[src/rtl/watchdog_pkg.sv]
// Shared constants, types and next-action decode for the watchdog timer.
// The action decode captures the input priority: enable, force_reset, triggered, heartbeat.
package watchdog_pkg;

    localparam int unsigned COUNTER_WIDTH          = 32;
    localparam int unsigned DEFAULT_TIMEOUT_CYCLES = 16;
    localparam int unsigned DEFAULT_WARNING_CYCLES = 12;

    typedef logic [COUNTER_WIDTH-1:0] count_t;

    typedef enum logic [2:0] {
        ACT_CLEAR,
        ACT_FORCE,
        ACT_HOLD,
        ACT_KICK,
        ACT_COUNT
    } wd_action_e;

    function automatic wd_action_e decode_action(
        input logic enable,
        input logic triggered,
        input logic force_reset,
        input logic heartbeat
    );
        wd_action_e act;
        if (!enable) begin
            act = ACT_CLEAR;
        end else if (force_reset) begin
            act = ACT_FORCE;
        end else if (triggered) begin
            act = ACT_HOLD;
        end else if (heartbeat) begin
            act = ACT_KICK;
        end else begin
            act = ACT_COUNT;
        end
        return act;
    endfunction

endpackage

[src/rtl/watchdog_timer.sv]
// Watchdog timer with pre-timeout warning, sticky trigger and software-forced trip.
// Define WATCHDOG_FORMAL_EN to compile the embedded formal properties.
module watchdog_timer
    import watchdog_pkg::*;
#(
    parameter int unsigned TIMEOUT_CYCLES = DEFAULT_TIMEOUT_CYCLES,
    parameter int unsigned WARNING_CYCLES = DEFAULT_WARNING_CYCLES
) (
    input  logic                     clk,
    input  logic                     rstn,
    input  logic                     enable,
    input  logic                     heartbeat,
    input  logic                     force_reset,
    output logic                     triggered,
    output logic                     warning,
    output logic [COUNTER_WIDTH-1:0] counter
);

    // One extra bit so counter+1 can never wrap in the comparisons.
    localparam logic [COUNTER_WIDTH:0] TIMEOUT_EXT = (COUNTER_WIDTH+1)'(TIMEOUT_CYCLES);
    localparam logic [COUNTER_WIDTH:0] WARNING_EXT = (COUNTER_WIDTH+1)'(WARNING_CYCLES);

    if (TIMEOUT_CYCLES < 2 || WARNING_CYCLES < 1 || WARNING_CYCLES >= TIMEOUT_CYCLES) begin : g_bad_params
        $error("watchdog_timer: illegal TIMEOUT_CYCLES/WARNING_CYCLES combination");
    end

    count_t               counter_reg, counter_next;
    logic                 warning_reg, warning_next;
    logic                 triggered_reg, triggered_next;
    logic [COUNTER_WIDTH:0] count_inc;
    wd_action_e           action;

    always_comb begin
        action         = decode_action(enable, triggered_reg, force_reset, heartbeat);
        count_inc      = {1'b0, counter_reg} + {{COUNTER_WIDTH{1'b0}}, 1'b1};
        counter_next   = counter_reg;
        warning_next   = warning_reg;
        triggered_next = triggered_reg;
        case (action)
            ACT_CLEAR: begin
                counter_next   = '0;
                warning_next   = 1'b0;
                triggered_next = 1'b0;
            end
            ACT_FORCE: begin
                triggered_next = 1'b1;
                warning_next   = 1'b0;
            end
            ACT_KICK: begin
                counter_next = '0;
                warning_next = 1'b0;
            end
            ACT_COUNT: begin
                counter_next = count_inc[COUNTER_WIDTH-1:0];
                if (count_inc == TIMEOUT_EXT) begin
                    triggered_next = 1'b1;
                    warning_next   = 1'b0;
                end else begin
                    warning_next = (count_inc >= WARNING_EXT);
                end
            end
            default: begin
                // ACT_HOLD: a tripped watchdog freezes until disabled or reset
            end
        endcase
    end

    always_ff @(posedge clk or negedge rstn) begin
        if (!rstn) begin
            counter_reg   <= '0;
            warning_reg   <= 1'b0;
            triggered_reg <= 1'b0;
        end else begin
            counter_reg   <= counter_next;
            warning_reg   <= warning_next;
            triggered_reg <= triggered_next;
        end
    end

    assign counter   = counter_reg;
    assign warning   = warning_reg;
    assign triggered = triggered_reg;

`ifdef WATCHDOG_FORMAL_EN
    logic f_past_valid_reg;

    always_ff @(posedge clk or negedge rstn) begin
        if (!rstn) begin
            f_past_valid_reg <= 1'b0;
        end else begin
            f_past_valid_reg <= 1'b1;
        end
    end

    a_exclusive_flags: assert property (@(posedge clk) !(triggered_reg && warning_reg));
    a_counter_bound:   assert property (@(posedge clk) counter_reg <= TIMEOUT_EXT[COUNTER_WIDTH-1:0]);
    a_reset_clears:    assert property (@(posedge clk) !rstn |-> (counter_reg == '0 && !warning_reg && !triggered_reg));
    a_force_trips:     assert property (@(posedge clk) disable iff (!rstn)
                           (f_past_valid_reg && $past(rstn && enable && force_reset))
                           |-> (triggered_reg && !warning_reg && counter_reg == $past(counter_reg)));
    c_timeout_rise:    cover property (@(posedge clk) disable iff (!rstn)
                           f_past_valid_reg && $rose(triggered_reg) && $past(action) == ACT_COUNT);
    c_trigger_clear:   cover property (@(posedge clk) f_past_valid_reg && $fell(triggered_reg));
`else
    // Functional build: no formal logic.
`endif

endmodule

[config.mk]
export PLATFORM = sky130hd
export DESIGN_NAME = watchdog_timer
export DESIGN_NICKNAME = d
export VERILOG_FILES = /design/src/rtl/watchdog_pkg.sv /design/src/rtl/watchdog_timer.sv
export SDC_FILE = /design/constraint.sdc
export NUM_CORES = 1
export LEC_CHECK = 0
export ABC_CLOCK_PERIOD_IN_PS = 3770
export BUFFER_PORTS_ARGS = -buffer_cell sky130_fd_sc_hd__buf_2
export CORE_MARGIN = 5
export CORE_UTILIZATION = 43
export CTS_CLUSTER_DIAMETER = 150
export CTS_CLUSTER_SIZE = 24
export DETAILED_ROUTE_END_ITERATION = 12
export HOLD_SLACK_MARGIN = 0.08
export SYNTH_ARGS = -nofsm -noshare
export SYNTH_HDL_FRONTEND = slang
export SYNTH_SLANG_ARGS = --single-unit
[constraint.sdc]
create_clock -name clk -period 3.77 [get_ports clk]
set_input_delay 1.131 -clock clk [delete_from_list [all_inputs] [get_ports clk]]
set_output_delay 1.131 -clock clk [all_outputs]
set_load 0.05 [all_outputs]
# Yosys cells after proc, flatten, opt, wreduce, memory -nomap -nowiden
# Index checks and enable logic that the tools add are counted.
dict set report op_classes {
  add_sub_neg 1
  magnitude_cmp 1
  n_eq_ne 5
  n_mux 9
  reduce_logical 7
}
# operator n
set ops {}
lappend ops {{32-bit case mux with 2 select lines} 1}
lappend ops {{32-bit by 1-bit adder with 33-bit output (second input constant)} 1}
lappend ops {{33-bit by 5-bit == test with 1-bit output (second input constant)} 1}
lappend ops {{33-bit by 4-bit greater-or-equal comparator with 1-bit output (second input constant)} 1}
lappend ops {{3-bit two-way mux} 4}
lappend ops {{2-bit nonzero test} 2}
lappend ops {{3-bit by 1-bit == test with 1-bit output (second input constant)} 1}
lappend ops {{3-bit by 2-bit == test with 1-bit output (second input constant)} 1}
lappend ops {{3-bit == test (second input constant)} 1}
lappend ops {{3-bit zero test} 1}
lappend ops {{1-bit case mux with 3 select lines} 1}
lappend ops {{3-bit nonzero test} 1}
lappend ops {{3-bit OR reduction} 1}
lappend ops {{1-bit two-way mux} 2}
lappend ops {{2-bit != test (second input constant)} 1}
lappend ops {{1-bit case mux with 2 select lines} 1}
lappend ops {{2-bit AND reduction} 1}
lappend ops {{2-bit OR reduction} 1}
dict set report word_totals {
  regBits 34
  inputBits 5
  output_inout_bits 34
  word_cells 26
}

# Longest topological paths before layout
# Gate-level depths: netlist of the first run.
dict set report logic_depth {
  ltp_word 7
  depth_mapped 9
  ltp_nobuf 8
}

# Worst setup path after synthesis of the first run
# OpenSTA, ideal clock, no wires.
dict set report synth_path {
  kind {flip-flop to flip-flop}
  startpoint {register counter_reg[11] (netlist: counter[11])}
  endpoint {register warning_reg (netlist: warning)}
  setup_ps 139
  arrival_ps 2442
  required_time_ps 3631
  slack_ps 1190
  path_stages_with_launch 10
  n_path_buf 2
  synth_period_minus_slack_ps 2580
  cell_sequence {dfrtp_1 > buf_4 > nand3_4 > or3_1 > buf_6 > nor3_4 > nand2_2 > or3_1 > a211oi_2 > a32oi_1}
}
dict set report synth_between {
  elab_chain_len 4
  word_cells_on_any_way 5
  classes_between {add/sub (1); order compare (1); eq/ne (1); mux (2)}
}
# element line_no
set synth_lines {}
lappend synth_lines {{start, declared} watchdog_timer.sv:27} ;# count_t counter_reg, counter_next;
lappend synth_lines {{start signal, assigned} watchdog_timer.sv:74} ;# counter_reg <= counter_next;
lappend synth_lines {{32-bit by 1-bit adder with 33-bit output *} watchdog_timer.sv:35} ;# count_inc = {1'b0, counter_reg} + {{COUNTER_WIDTH{1'b0}}, 1'b1};
lappend synth_lines {{33-bit by 4-bit greater-or-equal comparator with 1-bit output / 33-bit by 5-bit == test with 1-bit output (equally long branches)} {watchdog_timer.sv:59, watchdog_timer.sv:55}}
lappend synth_lines {{1-bit two-way mux *} watchdog_timer.sv:55} ;# if (count_inc == TIMEOUT_EXT) begin
lappend synth_lines {{1-bit case mux with 2 select lines *} watchdog_timer.sv:39} ;# case (action)
lappend synth_lines {{end signal, assigned} watchdog_timer.sv:75} ;# warning_reg <= warning_next;
lappend synth_lines {{end, declared} watchdog_timer.sv:28} ;# logic warning_reg, warning_next;
# Every way passes the cells marked *; elsewhere a longest branch is shown, timed or not.
# A chain may end at the register's enable or synchronous reset.

# Worst setup path after layout of the first run
dict set report layout_path {
  startpoint {register counter_reg[0] (netlist: counter[0])}
  endpoint {register warning_reg (netlist: warning)}
}
# Same word-level chain as after synthesis.

==> results.md, run 1 <==
- Synth warn: 0
- Count leader, synth: nand2_1
- Largest buffer count on any clock path: 2
- Total grt overflow: 0
- Synth top area share: 34.5%
- DRC: 0
- Adder-cell share of the synthesized area: 0.507%
- Slowest-stage cell, CP: dfrtp_1
- Die area: 7350 sq um
- Layout cells sized above 1: 19.3%
- R2R Setup Slk: 0.99 ns
- Core area: 5540 sq um
- CTS sink cnt: 34
- Fin nets: 337
- Switching share of power: 25.4%
- IO Count: 39
- Clock power share: 40.8%
- Reg2reg path depth: 8
- Grt peak-use layer: met2
- Post-DP HPWL: 4.76 mm
- Leak: 1.16 nW
- Via density: 6.07
- Final setup viols: 0
- Period utilisation layout: 73.8%
- GRT Util Overall: 19.5%
- Largest net degree at the start of global routing: 41
- Min-delay src: counter[24]
- Worst r2r src: counter[0]
- Router iterations before antenna repair: 5
- WHS Path Cells: 1
- Setup repair bufs after CTS: 0
- Synthesized area per cell: 7.96 sq um
- Worst setup SP type: flip-flop
- Met2 usage: 31.6%
- Post-synthesis xor/xnor area fraction: 2.48%
- Final setup TNS: 0 ns
- Hold EP: counter[24]
- TritonCTS Buffers: 5
- Fin worst setup slack: 0.988 ns
- Clock skew: 0.00711 ns
- Synth Area in Compound Gates: 25.9%
- CTS tree: done
- Final instance area: 2740 sq um
- WL/cell: 16.9 um
- Vias in the first global route: 2257
- Pwr Total: 0.705 mW
- Hold_ws: 0.537 ns
- Synthesis-to-layout area growth: 11.1%
- Cell variety after synth: 60
- Post-Synth Simple-Gate Area: 29.6%
- Cell Area, Synth: 2470 sq um
- Clk_lat worst skew: 0.28 ns
- Max Cap Viol: 0
- Met3 usage: 3.46%
- Cell mode on critical path: nor3_1
- CTS Hold Bufs: 0
- Final Non-Filler Cells: 404
- DR iter-0 viols: 176
- Post-place setup slack: 0.874 ns
- Initial antenna violation count: 0
- Multiplexer share of the synthesized area: 1.72%
- Std cell rows: 27
- Antenna-violating nets left: 0
- GR Util met1: 27.4%
- RSZ-0062 raised after global routing: false
- Critical Path, Cell by Cell: ha_1 -> nand3_1 -> nor3_1 -> nand4_1 -> mux2i_1 -> o22a_1 -> nor3_1 -> a32oi_1
- Global-route wire length before repair: 11.6 mm
- Synthesized netlist cell count: 310
- Max rail drop VDD: 0.157 mV
- Flop pwr share: 52.4%
- Port Buffers: 38
- Die Wd: 85.8 um
- Fin crit period: 2.78 ns
- Max FO, Critical Path: 9
- Largest family of logic cells by synthesized area: simple AND/OR/NAND/NOR gates
- Outcome: completed
- Logic pwr share: 6.8%
- Critical Setup Path Class: reg -> reg
- Reg clk slew, reported paths: 0.08 ns
- Pint: 0.526 mW
- Synth Net Count: 316
- Top post-synthesis cells by area: dfrtp_1, o21ai_0, nand2_1
- Max Fclk: 0.359 GHz
- Initial Util: 44.5%
- Sequential fraction of the synthesis area: 34.5%
- Post-synth top cells: nand2_1, o21ai_0, dfrtp_1
- Total Wirelength: 6.82 mm
- Reg-to-reg endpoint: warning
- Arrival @ worst endpoint: 2.92 ns
- Top_reg_cell synth: dfrtp_1
- Fraction of registers with async set/reset: 100%
- H-tree depth: 2
- Worst path max stage delay: 0.50 ns
- Placer Congestion: 0.865
- Worst-case headroom to the max-slew limit: 43.2%
- Via count: 2454
- Cells after DPL: 396
- Post-Place Cell Area: 2650 sq um
- Hold Path Class: reg -> reg
- # diodes: 0
- Switch Pwr: 0.179 mW
- Most area-hungry cell type in the Yosys netlist: dfrtp_1
- Power Density: 257 nW/um^2
- Flops & latches, synth: 34
- Setup crit end kind: flip-flop
- Clk root buf: clkbuf_8
- Actual slew at the worst max-slew pin: 0.852 ns
- Die Y-Extent: 85.8 um
- Flip-flop count of the largest register after layout: 32
- Final Hold Fails: 0
- Post-synth EDFFs: 0
- Max-slew violations: 0
- Finished Core Util: 49.5%
- Post-CTS Resized: 0
- CP required: 3.90 ns
final cells by class:
type | instances | area (sq um)
fillers | 559 | 2800
well taps | 72 | 90.1
clock inverters | 1 | 5.00
inverters | 3 | 11.3
clock buffers | 7 | 86.3
flip-flops and latches | 34 | 851
multi-input cells | 247 | 1490
repair buffers | 40 | 205
cells in the final DEF, fill, tap and decap left out, types with 5 or more instances in the layout:
cell type,netlist,final
nand2_1,43,43
o21ai_0,42,42
buf_2,3,38
dfrtp_1,34,34
nand3_1,16,16
o31ai_1,16,16
nor2_1,16,16
a21oi_1,16,16
nand4_1,11,11
nor3_1,10,10
a31oi_1,6,6
clkbuf_8,0,6
and3_1,5,5
xnor2_1,5,5
kinds of logic after synthesis:
kind of cell | after synthesis
AOI/OAI and AO/OA | 103
xor gates and xnor gates | 7
buffers and inverters | 29
adders and majority gates | 1
muxes | 4
DFF | 34
and+or+nand+nor | 132
power by group through the flow:
| stage | registers, mW | logic (mW) | clock network, mW |
|---|---|---|---|
| 2_1_floorplan | 0.381 | 0.0228 | 0 |
| 3_3_place_gp | 0.376 | 0.0473 | 0 |
| 3_5_place_dp | 0.376 | 0.0491 | 0 |
| 4_1_cts | 0.369 | 0.0492 | 0.296 |
| 5_1_grt | 0.369 | 0.0544 | 0.313 |
| 6_report | 0.369 | 0.0480 | 0.288 |
how the worst max path moves through the flow:
stage | startpoint | endpoint | slack [ns] | depth (start not counted)
2_1_floorplan | counter[11] | warning | 1.19 | 9
3_5_place_dp | heartbeat | counter[11] | 0.87 | 5
6_report | counter[0] | warning | 0.99 | 8
4_1_cts | counter[1] | warning | 1.0 | 8
3_3_place_gp | heartbeat | counter[11] | 0.94 | 5
5_1_grt | counter[1] | warning | 0.65 | 8
critical path: cells and delay by family (launching register included):
family,cells,cell delay [ns]
fa+ha+maj,1,0.33
simple gates,4,1.25
mux,1,0.21
flops,1,0.50
compound gates,2,0.33
layer usage:
layer  wire length [um]  up-vias
met5                  0        -
met4                 38        0
met3                395        4
met2               3280       74
met1               3110     1169
li1                   -     1207
Note: power is estimated with default switching activity, not from simulation.
==> run 2: changes to the inputs <==
--- a/config.mk
+++ b/config.mk
@@ -5,7 +5,7 @@
 export SDC_FILE = /design/constraint.sdc
 export NUM_CORES = 1
 export LEC_CHECK = 0
-export ABC_CLOCK_PERIOD_IN_PS = 3770
+export ABC_CLOCK_PERIOD_IN_PS = 2600
 export BUFFER_PORTS_ARGS = -buffer_cell sky130_fd_sc_hd__buf_2
 export CORE_MARGIN = 5
 export CORE_UTILIZATION = 43
==> constraint.sdc (replaced) <==
create_clock -name clk -period 2.6 [get_ports clk]
set_input_delay 0.78 -clock clk [delete_from_list [all_inputs] [get_ports clk]]
set_output_delay 0.78 -clock clk [all_outputs]
set_load 0.05 [all_outputs]
==> results.md, run 2 (same netlist as run 1, synthesis figures left out) <==
- Hold Path Class: in -> async
- # diodes: 0 (unchanged)
- Post-CTS Resized: 0 (unchanged)
- IO Count: 39 (unchanged)
- Worst setup SP type: flip-flop
- Max Cap Viol: 0 (unchanged)
- Final setup viols: 0 (unchanged)
- Std cell rows: 27 (unchanged)
- CP startpoint: counter[12]
- Initial antenna violation count: 0 (unchanged)
- Clk_lat worst skew: 0.29 ns (about the same)
- Port Buffers: 38 (unchanged)
- Period utilisation layout: 92.2% (+18 points)
- Reg-to-reg endpoint: warning
- R2R Setup Slk: 0.20 ns (-0.79 ns)
- GRT Util Overall: 21.2% (+1.7 points)
- Final instance area: 2940 sq um (+7.2%)
- Die Y-Extent: 85.8 um (unchanged)
- Via count: 2597 (+5.8%)
- Total grt overflow: 0 (unchanged)
- CTS Hold Bufs: 0 (unchanged)
- Die Wd: 85.8 um (unchanged)
- Flip-flop count of the largest register after layout: 32 (unchanged)
- Leak: 1.29 nW (+12%)
- Post-DP HPWL: 5.31 mm (+12%)
- Placer Congestion: 0.899 (+3.9%)
- Clock skew: 0.00531 ns (-0.00181 ns)
- H-tree depth: 2 (unchanged)
- Max rail drop VDD: 0.265 mV (+68%)
- DR iter-0 viols: 247 (+40%)
- Arrival @ worst endpoint: 2.56 ns (-0.36 ns)
- Most common cell after layout, fill and taps aside: nand2_1
- Area of the multi-input gates: 1490 sq um (unchanged)
- Setup repair bufs after CTS: 0 (unchanged)
- Total area of sequential cells: 851 sq um (unchanged)
- Post-Place Cell Area: 2820 sq um (+6.5%)
- Fillers: 562 (+0.54%)
- Initial Util: 44.5% (unchanged)
- Max FO, Critical Path: 7 (-2)
- Vias in the first global route: 2501 (+11%)
- Actual slew at the worst max-slew pin: 0.784 ns (-0.0675 ns)
- Clk root buf: clkbuf_8
- Core area: 5540 sq um (unchanged)
- Outcome: completed
- Critical Setup Path Class: reg -> reg
- Max-slew violations: 0 (unchanged)
- Layout cells sized above 1: 25.0% (+5.7 points)
- Max Fclk: 0.417 GHz (+16%)
- Crit path to: warning
- Reg clk slew, reported paths: 0.07 ns (about the same)
- Power Density: 373 nW/um^2 (+45%)
- TritonCTS Buffers: 5 (unchanged)
- CTS sink cnt: 34 (unchanged)
- Global-route wire length before repair: 12.6 mm (+9.0%)
- Finished Core Util: 53.0% (+3.6 points)
- CP required: 2.76 ns (-1.14 ns)
- Router iterations before antenna repair: 5 (unchanged)
- Fin crit period: 2.40 ns (-0.384 ns)
- CTS tree: done
- Synthesis-to-layout area growth: 19.1%
- Final Hold Fails: 0 (unchanged)
- Reg2reg path depth: 7 (-1)
- Largest buffer count on any clock path: 2 (unchanged)
- Worst r2r src: counter[12]
- Final setup TNS: 0 ns (unchanged)
- RSZ-0062 raised after global routing: false
- Largest net degree at the start of global routing: 41 (unchanged)
- Worst-case headroom to the max-slew limit: 47.7% (+4.5 points)
- Setup crit end kind: flip-flop
- WL/cell: 17.4 um (+3.0%)
- Die area: 7350 sq um (unchanged)
- Total Wirelength: 7.45 mm (+9.1%)
- Via density: 6.07 (-0.11%)
- Most frequent cells in the layout: nand2_1, o21ai_0, buf_2
- DRC: 0 (unchanged)
- Antenna-violating nets left: 0 (unchanged)
- Fin nets: 361 (+7.1%)
-- run 2: cell types whose count changed in the layout (fill, tap and decap cells not counted) --
cell / change
buf_4: +24
bufinv_16: +1
clkbuf_1: -1
clkbuf_8: -1
clkinv_2: +1
-- run 2: worst min-delay path by stage --
stage	end	startpoint	slack, ns
3_5_place_dp	counter[31]	counter[31]	0.54
4_1_cts	counter[31]	counter[31]	0.56
5_1_grt	counter[31]	counter[31]	0.58
3_3_place_gp	counter[31]	counter[31]	0.56
2_1_floorplan	counter[0]	rstn	0.48
6_report	counter[9]	rstn	0.56
-- run 2: area by class of cell --
type | instances | share of cell area, %
multi-input cells | 247 | 50.8
flip-flops and latches | 34 | 29.0
repair buffers | 64 | 13.1
well taps | 72 | 3.07
clock buffers | 5 | 2.34
clock inverters | 3 | 1.36
inverters | 3 | 0.383
-- run 2: where the power goes --
group / total, mW / internal, mW / leakage [nW] / switching [mW]
registers: 0.535 / 0.531 / 0.473 / 0.00409
clock network: 0.488 / 0.282 / 0.0579 / 0.206
logic: 0.0732 / 0.0196 / 0.761 / 0.0536
total: 1.10 / 0.832 / 1.29 / 0.263
-- run 2: per-stage QoR --
| stage | power, mW | worst slack (ns) | std cells | hold WS [ns] |
|---|---|---|---|---|
| after CTS | 1.11 | 0.142 | 427 | 0.562 |
| after floorplan | 0.585 | 0.0196 | 310 | 0.484 |
| after global routing | 1.14 | 0.0177 | 428 | 0.576 |
| final | 1.10 | 0.202 | 428 | 0.560 |
| after global placement | 0.618 | 0.230 | 419 | 0.557 |
| after detailed placement | 0.619 | 0.145 | 419 | 0.543 |
-- run 2: critical path, cell delays in order (launching register included) --
cell and delay (ns):
dfrtp_1 0.48, nand3_4 0.13, or3_1 0.50, nor3_4 0.31, nand2_2 0.11, or3_1 0.33
a211oi_2 0.27, a32oi_1 0.13
-- run 2: routing by layer --
metal	GRT usage (%)	share of wire, %	vias to the layer above
met4	6.04	1.5	0
met1	29.9	46	1248
met5	0	0	-
li1	-	-	1253
met3	4.32	6.2	14
met2	32.6	46	82
==> run 3: changes to the inputs <==
--- a/config.mk
+++ b/config.mk
@@ -13,6 +13,7 @@
 export CTS_CLUSTER_SIZE = 24
 export DETAILED_ROUTE_END_ITERATION = 12
 export HOLD_SLACK_MARGIN = 0.08
+export PLACE_DENSITY = 0.63
 export SYNTH_ARGS = -nofsm -noshare
 export SYNTH_HDL_FRONTEND = slang
 export SYNTH_SLANG_ARGS = --single-unit
==> results.md, run 3 (same netlist as run 1, synthesis figures left out) <==
- Outcome: completed
- Leak: 1.27 nW (-1.7%)
- Total area of sequential cells: 852 sq um (+0.15%)
- Most common cell after layout, fill and taps aside: nand2_1
- Largest net degree at the start of global routing: 41 (unchanged)
- Clk_lat worst skew: 0.29 ns (about the same)
- Reg2reg path depth: 8 (+1)
- Worst-case headroom to the max-slew limit: 47.9% (+0.14 points)
- Via count: 2541 (-2.2%)
- Die Y-Extent: 85.8 um (unchanged)
- # diodes: 0 (unchanged)
- CP required: 2.75 ns (about the same)
- Std cell rows: 27 (unchanged)
- Fin worst setup slack: 0.159 ns (-0.0433 ns)
- Hold Path Class: reg -> reg
- Fin crit period: 2.44 ns (+0.0433 ns)
- Flip-flop count of the largest register after layout: 32 (unchanged)
- Core area: 5540 sq um (unchanged)
- Actual slew at the worst max-slew pin: 0.782 ns (-0.00207 ns)
- Worst setup SP type: flip-flop
- GRT Util Overall: 20.6% (-0.59 points)
- Critical Setup Path Class: reg -> reg
- Max Cap Viol: 0 (unchanged)
- Power Density: 350 nW/um^2 (-6.2%)
- Port Buffers: 38 (unchanged)
- Final Hold Fails: 0 (unchanged)
- Router iterations before antenna repair: 5 (unchanged)
- Initial Util: 44.5% (unchanged)
- Vias in the first global route: 2338 (-6.5%)
- Die area: 7350 sq um (unchanged)
- Layout cells sized above 1: 24.9% (-0.14 points)
- Placer Congestion: 0.990 (+10%)
- Reg-to-reg endpoint: warning
- Max-slew violations: 0 (unchanged)
- Max Fclk: 0.410 GHz (-1.8%)
- Arrival @ worst endpoint: 2.59 ns (+0.03 ns)
- CTS sink cnt: 34 (unchanged)
- Post-place setup slack: 0.144 ns (-0.000485 ns)
- Pwr Total: 1.02 mW (-7.0%)
- Reg clk slew, reported paths: 0.07 ns (about the same)
- Clock skew: 0.00336 ns (-0.00195 ns)
- Initial antenna violation count: 0 (unchanged)
- Total Wirelength: 7.06 mm (-5.1%)
- Worst r2r src: counter[6]
- Fin nets: 359 (-0.55%)
- Post-DP HPWL: 5.04 mm (-5.1%)
- Most frequent cells in the layout: nand2_1, o21ai_0, buf_2
- Antenna-violating nets left: 0 (unchanged)
- Final setup viols: 0 (unchanged)
- Hold EP: counter[31]
- Largest buffer count on any clock path: 2 (unchanged)
- DR iter-0 viols: 209 (-15%)
- Period utilisation layout: 93.9% (+1.7 points)
- CTS tree: done
- Synthesis-to-layout area growth: 18.0%
- Fillers: 579 (+3.0%)
- WHS Path Cells: 1
- Clk root buf: clkbuf_8
- DRC: 0 (unchanged)
- R2R Setup Slk: 0.16 ns (-0.04 ns)
- Max FO, Critical Path: 9 (+2)
- Die Wd: 85.8 um (unchanged)
- WL/cell: 16.6 um (-4.7%)
- Setup crit end kind: flip-flop
- Max rail drop VDD: 0.233 mV (-12%)
- TritonCTS Buffers: 5 (unchanged)
- Area of the multi-input gates: 1500 sq um (+0.34%)
- Min-delay src: counter[31]
- H-tree depth: 2 (unchanged)
- Global-route wire length before repair: 12.0 mm (-5.3%)
- Total grt overflow: 0 (unchanged)
- Via density: 5.96 (-1.7%)
- IO Count: 39 (unchanged)
[run 3: worst max path at each step]
| stage | start | endpoint | slack, ns | depth (start not counted) |
|---|---|---|---|---|
| floorplan | counter[11] | warning | 0.02 | 9 |
| global placement | counter[5] | warning | 0.19 | 7 |
| detailed placement | counter[5] | warning | 0.14 | 7 |
| CTS | counter[5] | warning | 0.14 | 7 |
| global route | counter[6] | warning | -0.01 | 8 |
| finish | counter[6] | warning | 0.16 | 8 |
[run 3: layer usage]
layer  GRT usage (%)  wire, um  vias up
li1                -         -     1249
met1            29.1      3140     1195
met2            32.1      3280       82
met3            3.84       522       15
met4            5.90       120        0
met5               0         0        -
[run 3: power breakdown]
part,internal [mW],switching (mW)
sequential,0.531,0.00340
clock,0.214,0.196
combinational,0.0210,0.0540
total,0.766,0.253
[run 3: cell type report]
| type | instances | area share (%) |
|---|---|---|
| Multi-Input combinational cell | 247 | 51.4 |
| Sequential cell | 34 | 29.3 |
| Clock buffer | 7 | 2.97 |
| Tap cell | 72 | 3.09 |
| Inverter | 3 | 0.387 |
| Timing Repair Buffer | 62 | 12.7 |
| Clock inverter | 1 | 0.172 |
[run 3: what timing repair did]
action / in CTS / in global routing
resized for setup: 0 / 2
endpoints found under the setup margin: 0 / 2
buffers inserted: 0 / 2
hold buffers: 0 / 0
[run 3: metrics by stage]
stage,cell area [sq um],hold WS (ns),std cells,TNS [ns],utilization (%)
finish,2910,0.544,426,0,52.6
global placement,2800,0.532,416,0,50.5
CTS,2890,0.544,424,0,52.2
floorplan,2470,0.484,310,0,-
global route,2910,0.567,426,-0.0139,52.6
detailed placement,2800,0.530,416,0,50.5
[run 3: worst max-delay path: stages, from the launching register on]
cell and delay [ns]:
dfrtp_1 0.52, nand4_2 0.27, nor4_4 0.31, buf_4 0.19, mux2_2 0.33, o22ai_1 0.23, o21ai_1 0.12, nor3_1 0.20
a32oi_1 0.13
